`src/rtl/serial_sub_pkg.sv`:
```
// Shared definitions for the bit-serial subtractor: FSM encoding and default operand width.
package serial_sub_pkg;

    localparam int DEFAULT_WIDTH = 4;

    typedef enum logic [1:0] {
        ST_IDLE  = 2'd0,
        ST_SHIFT = 2'd1,
        ST_DONE  = 2'd2
    } state_t;

endpackage

```
`src/rtl/full_subtractor_bit.sv`:
```
// One-bit full subtractor: d = a - b - bin, with borrow out.
module full_subtractor_bit (
    input  logic a_i,
    input  logic b_i,
    input  logic bin_i,
    output logic d_o,
    output logic bout_o
);

    assign d_o    = a_i ^ b_i ^ bin_i;
    assign bout_o = (~a_i & b_i) | (~(a_i ^ b_i) & bin_i);

endmodule

```
`src/rtl/serial_ripple_subtractor.sv`:
```
// Bit-serial WIDTH-bit subtractor (D = A - B - borrow_in), LSB first, start/done handshake.
// Define SUB_OVERFLOW_EN to build the signed-overflow output; otherwise ovf is tied low.
module serial_ripple_subtractor
    import serial_sub_pkg::*;
#(
    parameter int WIDTH = DEFAULT_WIDTH
) (
    input  logic             clk,
    input  logic             rst,
    input  logic             start,
    input  logic [WIDTH-1:0] a,
    input  logic [WIDTH-1:0] b,
    input  logic             borrow_in,
    output logic             busy,
    output logic             done,
    output logic [WIDTH-1:0] d,
    output logic             borrow_out,
    output logic             ovf
);

    localparam int CW = $clog2(WIDTH + 1);
    localparam logic [CW-1:0] LAST_STEP = CW'(WIDTH - 1);

    state_t           state_q;
    logic [CW-1:0]    cnt_q;
    logic [WIDTH-1:0] a_q;
    logic [WIDTH-1:0] b_q;
    logic             bor_q;
    logic [WIDTH-2:0] res_q;
    logic             busy_q;
    logic             done_q;
    logic [WIDTH-1:0] d_q;
    logic             bor_out_q;

    logic             bit_d;
    logic             bit_bout;
    logic [WIDTH-1:0] res_wide;
    logic [WIDTH-2:0] res_d;
    logic             accept;
    logic             last_step;

    full_subtractor_bit u_bit (
        .a_i    (a_q[0]),
        .b_i    (b_q[0]),
        .bin_i  (bor_q),
        .d_o    (bit_d),
        .bout_o (bit_bout)
    );

    // The result reg holds only the first WIDTH-1 bits; the final bit joins them at DONE entry.
    assign res_wide  = {bit_d, res_q};
    assign res_d     = res_wide[WIDTH-1:1];
    assign accept    = (state_q == ST_IDLE) && start;
    assign last_step = (state_q == ST_SHIFT) && (cnt_q == LAST_STEP);

    // NOTE: all state updates use non-blocking assignments so every register samples pre-edge values.
    always_ff @(posedge clk) begin
        if (rst) begin
            state_q   <= ST_IDLE;
            cnt_q     <= '0;
            a_q       <= '0;
            b_q       <= '0;
            bor_q     <= 1'b0;
            res_q     <= '0;
            busy_q    <= 1'b0;
            done_q    <= 1'b0;
            d_q       <= '0;
            bor_out_q <= 1'b0;
        end else begin
            done_q <= 1'b0;
            case (state_q)
                ST_IDLE: begin
                    if (accept) begin
                        a_q     <= a;
                        b_q     <= b;
                        bor_q   <= borrow_in;
                        res_q   <= '0;
                        cnt_q   <= '0;
                        busy_q  <= 1'b1;
                        state_q <= ST_SHIFT;
                    end
                end
                ST_SHIFT: begin
                    a_q   <= a_q >> 1;
                    b_q   <= b_q >> 1;
                    bor_q <= bit_bout;
                    res_q <= res_d;
                    cnt_q <= cnt_q + 1'b1;
                    if (last_step) begin
                        state_q   <= ST_DONE;
                        busy_q    <= 1'b0;
                        done_q    <= 1'b1;
                        d_q       <= res_wide;
                        bor_out_q <= bit_bout;
                    end
                end
                ST_DONE: begin
                    state_q <= ST_IDLE;
                end
                default: begin
                    state_q <= ST_IDLE;
                end
            endcase
        end
    end

    assign busy       = busy_q;
    assign done       = done_q;
    assign d          = d_q;
    assign borrow_out = bor_out_q;

`ifdef SUB_OVERFLOW_EN
    logic a_msb_q;
    logic b_msb_q;
    logic ovf_q;

    // Operand MSBs are shifted out during SHIFT, so they are captured at start.
    always_ff @(posedge clk) begin
        if (rst) begin
            a_msb_q <= 1'b0;
            b_msb_q <= 1'b0;
            ovf_q   <= 1'b0;
        end else begin
            if (accept) begin
                a_msb_q <= a[WIDTH-1];
                b_msb_q <= b[WIDTH-1];
            end
            if (last_step) begin
                ovf_q <= (a_msb_q ^ b_msb_q) & (a_msb_q ^ bit_d);
            end
        end
    end

    assign ovf = ovf_q;
`else
    assign ovf = 1'b0;
`endif

endmodule

```
`config.mk`:
```
export PLATFORM = sky130hd
export DESIGN_NAME = serial_ripple_subtractor
export DESIGN_NICKNAME = d
export VERILOG_FILES = /design/src/rtl/serial_sub_pkg.sv /design/src/rtl/full_subtractor_bit.sv /design/src/rtl/serial_ripple_subtractor.sv
export SDC_FILE = /design/constraint.sdc
export NUM_CORES = 1
export LEC_CHECK = 0
export BUFFER_PORTS_ARGS = -buffer_cell sky130_fd_sc_hd__buf_2
export CAP_MARGIN = 10
export CELL_PAD_IN_SITES_DETAIL_PLACEMENT = 0
export CELL_PAD_IN_SITES_GLOBAL_PLACEMENT = 1
export CORE_AREA = 2 2 52 54
export CTS_BUF_LIST = sky130_fd_sc_hd__clkbuf_4
export DETAILED_ROUTE_END_ITERATION = 16
export DIE_AREA = 0 0 54 56
export PLACE_DENSITY_LB_ADDON = 0.1
export SYNTH_ARGS = -nofsm -noshare
export SYNTH_HDL_FRONTEND = slang
export SYNTH_SLANG_ARGS = --single-unit
export TNS_END_PERCENT = 10
```
`constraint.sdc`:
```
create_clock -name clk -period 2.08 [get_ports clk]
set_clock_uncertainty 0.2 [all_clocks]
set_input_delay 0.104 -clock clk [delete_from_list [all_inputs] [get_ports clk]]
set_output_delay 0.104 -clock clk [all_outputs]
set_load 0.1 [all_outputs]
```
# ---- After elaboration in Yosys (flattened, before gate mapping)
# Cells that the tools add are included.
# W data, S select, Z words.
dict set report classes {
  n_reduce_logical 9
  n_addsub 1
  n_mux 16
  n_bitwise 8
  eq_ne 4
}
# op count
set ops {}
lappend ops {{$pmux W4 S2} 2}
lappend ops {{$pmux W3 S2} 2}
lappend ops {{$mux W4} 2}
lappend ops {{$reduce_and A2 Y1} 3}
lappend ops {{$mux W1} 4}
lappend ops {{$mux W2} 2}
lappend ops {{$ne A2 B2 Y1 const B} 2}
lappend ops {{$pmux W1 S2} 2}
lappend ops {{$pmux W2 S2} 1}
lappend ops {{$add A3 B1 Y3 const B} 1}
lappend ops {{$eq A3 B2 Y1 const B} 1}
lappend ops {{$mux W3} 1}
lappend ops {{$not A1 Y1} 3}
lappend ops {{$reduce_and A3 Y1} 1}
lappend ops {{$and A1 B1 Y1} 2}
lappend ops {{$eq A2 B1 Y1 const B} 1}
lappend ops {{$logic_and A1 B1 Y1} 2}
lappend ops {{$logic_not A2 Y1} 1}
lappend ops {{$reduce_bool A2 Y1} 1}
lappend ops {{$reduce_or A2 Y1} 1}
lappend ops {{$xor A1 B1 Y1} 2}
lappend ops {{$or A1 B1 Y1} 1}
dict set report totals {
  inputBits 12
  register_bits 24
  output_inout_bits 8
  elab_cells 48
}

# ---- Depth between registers and ports, before layout
# Gate-level depths: netlist of run 1.
dict set report logic_depth {
  ltp_word 5
  depth_mapped 6
}

# ---- Modules after synthesis
# Synthesis of run 1 repeated with hierarchy kept, for this count alone.
dict set report hier_totals {
  cells_unflattened 107
  hier_area_um2 993.5
}
# mod n_inst cells_per_inst area_per_inst_um2
set by_module_without_submodules {}
lappend by_module_without_submodules {serial_ripple_subtractor 1 103 962.2}
lappend by_module_without_submodules {full_subtractor_bit 1 4 31.3}

# ---- Worst setup path before layout of run 1
# OpenSTA, ideal clock, no wires.
dict set report synth_path {
  path_kind {reg2reg}
  start {register busy (netlist name)}
  end {register busy_q, in the netlist busy}
  setup_slack_ns 0.468
  t_arrival_ns 1.341
  t_required_ns 1.810
  period_less_slack_ns 1.612
  path_buffers 0
  stages_incl_launch_ff 4
  cell_sequence {dfxtp_1 -> inv_1 -> a21o_2 -> a21oi_1}
}
# item line_no
set synth_rtl {}
lappend synth_rtl {{end signal, assigned} serial_ripple_subtractor.sv:65} ;# busy_q <= 1'b0;
lappend synth_rtl {{end signal, assigned} serial_ripple_subtractor.sv:79} ;# busy_q <= 1'b1;
lappend synth_rtl {{end signal, assigned} serial_ripple_subtractor.sv:91} ;# busy_q <= 1'b0;
lappend synth_rtl {{end, declared} serial_ripple_subtractor.sv:30} ;# logic busy_q;

# ---- Final worst setup path of run 1
dict set report layout_path {
  start {register state_q[0]}
  end {register a_q[3]}
}
dict set report layout_via {
  elab_chain_len 4
  word_cells_on_any_way 7
  classes_between {eq/ne (2); mux (1); reduce/logical (4)}
}
# item line_no
set layout_rtl {}
lappend layout_rtl {{start, declared} serial_ripple_subtractor.sv:24} ;# state_t state_q;
lappend layout_rtl {{start signal, assigned} serial_ripple_subtractor.sv:59} ;# state_q <= ST_IDLE;
lappend layout_rtl {{start signal, assigned} serial_ripple_subtractor.sv:80} ;# state_q <= ST_SHIFT;
lappend layout_rtl {{start signal, assigned} serial_ripple_subtractor.sv:90} ;# state_q <= ST_DONE;
lappend layout_rtl {{$logic_not A2 Y1} {serial_ripple_subtractor.sv:53, serial_ripple_subtractor.sv:71}}
lappend layout_rtl {{$logic_and A1 B1 Y1} serial_ripple_subtractor.sv:53} ;# assign accept = (state_q == ST_IDLE) && start;
lappend layout_rtl {{$ne A2 B2 Y1 (no source line)} -}
lappend layout_rtl {{$reduce_and A2 Y1 (no source line)} -}
lappend layout_rtl {{end signal, assigned} serial_ripple_subtractor.sv:84} ;# a_q <= a_q >> 1;
lappend layout_rtl {{end, declared} serial_ripple_subtractor.sv:26} ;# logic [WIDTH-1:0] a_q;
# Parallel ways exist; a longest one is shown, timed or not.
# A chain may end at the register's enable or synchronous reset.

==> impl_metrics.env, run 1 <==
export IMPL_dp_slack_ns=0.4439
export IMPL_die_w_um=54
export IMPL_syn_inst=104
export IMPL_slew_headroom_pct=66.59
export IMPL_pin_count=20
export IMPL_cts_max_level=1
export IMPL_r2r_slack_ns=0.27
export IMPL_mostFrequentLayoutCell="dfxtp_1"
export IMPL_layout_setup_ws_ns=0.2721
export IMPL_fin_cells=159
export IMPL_grt_busiest_layer="met1"
export IMPL_io_buffers=18
export IMPL_hp_class="input port to flip-flop"
export IMPL_power_density_mw_per_mm2=775.3
export IMPL_grt_usage_pct=13.80
export IMPL_crit_family="buffers and inverters"
export IMPL_final_cell_mix="dfxtp_1 (24), buf_2 (18), nor2_1 (16)"
export IMPL_met2_usage_pct=19.16
export IMPL_grt_overflow_total=0
export IMPL_min_delay_start="start"
export IMPL_reg2reg_depth=4
export IMPL_critical_path_endpoint="a_q[3]"
export IMPL_first_pass_iters=4
export IMPL_clkSinkCount=24
export IMPL_worstSkewPairLatency_ns=0.31
export IMPL_ys_seq_area_share_pct=48.36
export IMPL_crit_slowest_cell="dlygate4sd3_1"
export IMPL_nets=145
export IMPL_yosysWarnings=0
export IMPL_hold_viol_final=0
export IMPL_slew_violations=0
export IMPL_worst_path_buf_inv=1
export IMPL_antenna_found_initial=0
export IMPL_grt_pass1_wl_mm=3.153
export IMPL_ys_types=26
export IMPL_placed_cells=144
export IMPL_ys_flop_type="dfxtp_1"
export IMPL_routedWlPerCell_um=11.44
export IMPL_utilization_pct=50.72
export IMPL_fmax_ghz=0.5531
export IMPL_fin_crit_sh_pct=86.92
export IMPL_worstPathCellList="o21bai_2, a22oi_1, nor2_1, dlygate4sd3_1"
export IMPL_crit_type="flip-flop to flip-flop"
export IMPL_drtIter0Drc=8
export IMPL_die_h_um=56
export IMPL_clk_pin_slew_worst_paths_ns=0.13
export IMPL_rows=18
export IMPL_max_vdd_ir_drop_mv=0.4535
export IMPL_drt_total_wl_mm=1.819
export IMPL_cts_resized=0
export IMPL_required_ns=2.15
export IMPL_rr_endpoint="a_q[3]"
export IMPL_drive_gt1_share_pct=20.16
export IMPL_setup_tns_final_ns=0
export IMPL_startpoint="state_q[0]"
export IMPL_maxCapViolCount=0
export IMPL_layout_min_cycle_time_ns=1.808
export IMPL_crit_cells=4
export IMPL_cts_tree="done"
export IMPL_crit_fanout=9
export IMPL_p_leak_nw=0.5286
export IMPL_r2r_start="state_q[0]"
export IMPL_num_fill_cells=245
export IMPL_fp_coreArea_sq_mm=0.002432
export IMPL_cp_start_kind="flip-flop"
export IMPL_syn_area_sq_um=993.5
export IMPL_status="complete, no violations"
export IMPL_grt_use_met3_pct=3.226
export IMPL_drtAntennaViolNets=0
export IMPL_dieArea_sq_mm=0.003024
export IMPL_yosys_register_bits=24
export IMPL_total_power_uw=956.5
export IMPL_worst_pin_slew_ns=0.5012
export IMPL_grt_pass1_vias=701
export IMPL_syn_to_final_growth_pct=24.18
export IMPL_async_flop_share_pct=0
export IMPL_setup_violations_final=0
export IMPL_tritoncts_num_buffers=3
export IMPL_gp_congestion=0.6454
export IMPL_num_vias=774
export IMPL_drcViolationCount=0
export IMPL_critical_path_arrival_ns=1.88
export IMPL_end_kind="flip-flop"
export IMPL_syn_num_nets=119
export IMPL_synth_edf_count=0
export IMPL_rsz0062_at_grt="no"
export IMPL_clockBufferDepth=2
export IMPL_dpl_hpwl_mm=1.217
export IMPL_cts_root_buffer="clkbuf_4"
export IMPL_critical_path_max_stage_delay_ns=0.55
export IMPL_grt_max_degree=25
export IMPL_syn_avg_cell_area_sq_um=9.552
export IMPL_met1_usage_pct=20.23
export IMPL_antenna_cells=0
export IMPL_avgViaCountPerCell=4.868
export IMPL_start_util_pct=40.84
## where the power goes
part	internal [mW]	leakage [nW]	switching [mW]	total, mW
sequential	0.481	0.196	0.0140	0.495
combinational	0.0552	0.304	0.0744	0.130
clock	0.195	0.0279	0.137	0.332
total	0.731	0.529	0.226	0.956
## per-layer routing
metal	wire length [um]	vias up	part of all wire, %
met3	86	2	4.7
li1	-	408	-
met4	16	0	0.88
met1	904	349	50
met5	0	-	0
met2	811	15	45
## worst min-delay path by stage
stage	to	slack, ns	cells past startpoint
after floorplan	borrow_out	-0.02	1
after global placement	a_q[3]	0.14	3
after detailed placement	a_q[3]	0.15	3
after CTS	res_q[2]	0.06	4
after global routing	b_q[3]	0.10	4
final	cnt_q[1]	0.07	4
## cells by family (layout without fill, tap and decap cells)
kind of cell / Yosys count / in the layout / share of synthesized area, %
DFF: 24 / 24 / 48.36
other: 1 / 1 / 0.3775
and+or+nand+nor: 29 / 29 / 13.22
adders and majority gates: 3 / 3 / 4.534
muxes: 8 / 8 / 8.061
AOI/OAI and AO/OA: 26 / 26 / 18.51
buffers and inverters: 13 / 38 / 6.925
## worst min-delay path, cell delays in order
cell and delay (ns):
buf_2 0.10, o21bai_2 0.14, a22oi_1 0.16, nor2_1 0.05
## timing repair
item | 4_1_cts | 5_1_grt
setup buffers | 0 | 0
hold endpoints to repair | 14 | 0
endpoints found under the setup margin | 0 | 0
hold buffers | 11 | 0
## through the flow
stage / cell area, sq um / hold WS (ns)
floorplan: 993.5 / -0.02386
detailed placement: 1071 / 0.1504
CTS: 1234 / 0.06212
global placement: 1071 / 0.1412
finish: 1234 / 0.07459
global route: 1234 / 0.1016
## flip-flops by register name, indices dropped and copies added (netlist names)
register,count
a_q,4
b_q,4
bor_q,1
borrow_out,1
busy,1
cnt_q,3
d,4
done,1
res_q,3
state_q,2
## cells in the mapped netlist (all sizes together) (2+ instances only)
library cell	number	share of area, %
inv	5	1.9
dfxtp	24	48
a22oi	6	4.5
nand2b	2	1.3
nand2	4	1.5
buf	3	2.0
a211oi	7	5.3
clkbuf	5	3.0
nand3	4	2.0
mux2i	8	8.1
a21oi	7	3.5
ha	2	2.5
a21o	2	1.8
nor2	16	6.0
## area by class of cell
type,instances,area [sq um],share of cell area (%)
clock buffer,3,22.52,1.826
clock inverter,1,30.03,2.434
inverter,5,18.77,1.521
multi-input combinational,67,444.2,36.00
sequential,24,480.5,38.95
tap,30,37.54,3.043
timing repair buffer,29,200.2,16.23
No activity file was read; power rests on OpenSTA's default activity.
==> run 2: changes to the inputs <==
--- a/config.mk
+++ b/config.mk
@@ -14,6 +14,7 @@
 export DETAILED_ROUTE_END_ITERATION = 16
 export DIE_AREA = 0 0 54 56
 export PLACE_DENSITY_LB_ADDON = 0.1
+export RECOVER_POWER = 25
 export SYNTH_ARGS = -nofsm -noshare
 export SYNTH_HDL_FRONTEND = slang
 export SYNTH_SLANG_ARGS = --single-unit
==> run 2 against run 1 <==
  * Sequential share of layout area increased by 0.079 points
  * Die area is the same
  * Maximum frequency about the same
  * First-iteration DRC count did not move
  * Setup slack hardly changed
  * Flip-flop and latch count stayed put
  * Combinational power is essentially flat
  * Clock-buffer cell count is the same
  * Critical path depth did not move
  * Highest routed layer unchanged
==> impl_metrics.env, run 2 (synthesis gave the netlist of run 1 again) <==
export IMPL_status="complete, no violations"
export IMPL_nets=145
export IMPL_die_w_um=54
export IMPL_final_cell_mix="dfxtp_1 (24), nor2_1 (16), buf_2 (16)"
export IMPL_worst_pin_slew_ns=1.158
export IMPL_setup_violations_final=0
export IMPL_p_leak_nw=0.5234
export IMPL_crit_fanout=9
export IMPL_grt_usage_pct=13.80
export IMPL_slew_violations=0
export IMPL_cts_setup_buffers=0
export IMPL_drcViolationCount=0
export IMPL_syn_to_final_growth_pct=23.93
export IMPL_end_kind="flip-flop"
export IMPL_grt_max_degree=25
export IMPL_cts_max_level=1
export IMPL_required_ns=2.15
export IMPL_crit_type="flip-flop to flip-flop"
export IMPL_setup_tns_final_ns=0
export IMPL_seq_area_sq_um=480.5
export IMPL_start_util_pct=40.84
export IMPL_antenna_found_initial=0
export IMPL_dieArea_sq_mm=0.003024
export IMPL_fmax_ghz=0.5532
export IMPL_io_buffers=18
export IMPL_max_vdd_ir_drop_mv=0.4535
export IMPL_fp_coreArea_sq_mm=0.002432
export IMPL_first_pass_iters=4
export IMPL_rsz0062_at_grt="no"
export IMPL_cts_hold_buf=11
export IMPL_slew_headroom_pct=23.10
export IMPL_mostFrequentLayoutCell="dfxtp_1"
export IMPL_num_fill_cells=247
export IMPL_total_power_uw=956.2
export IMPL_grt_pass1_wl_mm=3.153
export IMPL_grt_pass1_vias=701
export IMPL_layout_min_cycle_time_ns=1.808
export IMPL_critical_path_arrival_ns=1.88
export IMPL_die_h_um=56
export IMPL_drive_gt1_share_pct=18.60
export IMPL_tritoncts_num_buffers=3
export IMPL_drt_total_wl_mm=1.821
export IMPL_fin_cells=159
export IMPL_gp_congestion=0.6454
export IMPL_placed_cells=144
export IMPL_hp_class="input port to flip-flop"
export IMPL_clkSinkCount=24
export IMPL_maxCapViolCount=0
export IMPL_drtAntennaViolNets=0
export IMPL_cts_root_buffer="clkbuf_4"
export IMPL_clk_pin_slew_worst_paths_ns=0.13
export IMPL_grt_overflow_total=0
export IMPL_cp_start_kind="flip-flop"
export IMPL_fin_crit_sh_pct=86.91
export IMPL_cts_tree="done"
export IMPL_routedWlPerCell_um=11.45
export IMPL_dpl_hpwl_mm=1.217
export IMPL_drtIter0Drc=8
export IMPL_power_density_mw_per_mm2=776.7
export IMPL_avgViaCountPerCell=4.868
export IMPL_cts_resized=0
export IMPL_multi_input_area_sq_um=442.9
export IMPL_worstSkewPairLatency_ns=0.31
export IMPL_clockBufferDepth=2
export IMPL_hold_viol_final=0
export IMPL_num_vias=774
export IMPL_rows=18
export IMPL_fin_hold_ws_ns=0.07445
export IMPL_pin_count=20
export IMPL_antenna_cells=0
[run 2: changes by cell type in the layout (fill, tap and decap cells not counted)]
cell | previous run | this run
and2b_2 | 1 | 0
clkbuf_1 | 0 | 1
clkbuf_2 | 0 | 1
buf_2 | 18 | 16
and2b_1 | 0 | 1
[run 2: worst max-delay path, cell delays in order, from the launching register on]
cell,delay (ns)
dfxtp_1,0.40
o21bai_2,0.37
a22oi_1,0.15
nor2_1,0.10
dlygate4sd3_1,0.55
[run 2: path summary, 6_finish.rpt]
path                            startpoint       end  slack (ns)  cells past startpoint
worst max-delay path            state_q[0]    a_q[3]        0.27                      4
worst min-delay path                 start  cnt_q[1]        0.07                      4
worst max register to register  state_q[0]    a_q[3]        0.27                      4
worst min register to register        d[3]      d[3]        0.26                      2
[run 2: through the flow]
stage | instance area (sq um) | utilization (%) | worst slack, ns
floorplan | 993.5 | - | 0.4684
global route | 1231 | 50.62 | 0.1386
global placement | 1071 | 44.03 | 0.4208
detailed placement | 1071 | 44.03 | 0.4439
finish | 1231 | 50.62 | 0.2722
CTS | 1234 | 50.72 | 0.2806
[run 2: area by class of cell]
cell class	instances	share of cell area [%]
sequential	24	39.02
clock inverter	1	2.439
tap	30	3.049
timing repair buffer	29	16.16
clock buffer	3	1.829
multi-input combinational	67	35.98
inverter	5	1.524
[run 2: power by group]
| part | switching [mW] | internal [mW] | total, mW |
|---|---|---|---|
| clock | 0.137 | 0.195 | 0.332 |
| combinational | 0.0744 | 0.0548 | 0.129 |
| sequential | 0.0140 | 0.481 | 0.495 |
[run 2: metal layers]
| metal | GRT usage (%) | vias to the layer above | wire (um) |
|---|---|---|---|
| met3 | 3.226 | 2 | 86 |
| met4 | 5.357 | 0 | 16 |
| li1 | - | 408 | - |
| met2 | 19.16 | 15 | 813 |
| met1 | 20.23 | 349 | 906 |
| met5 | 0 | - | 0 |
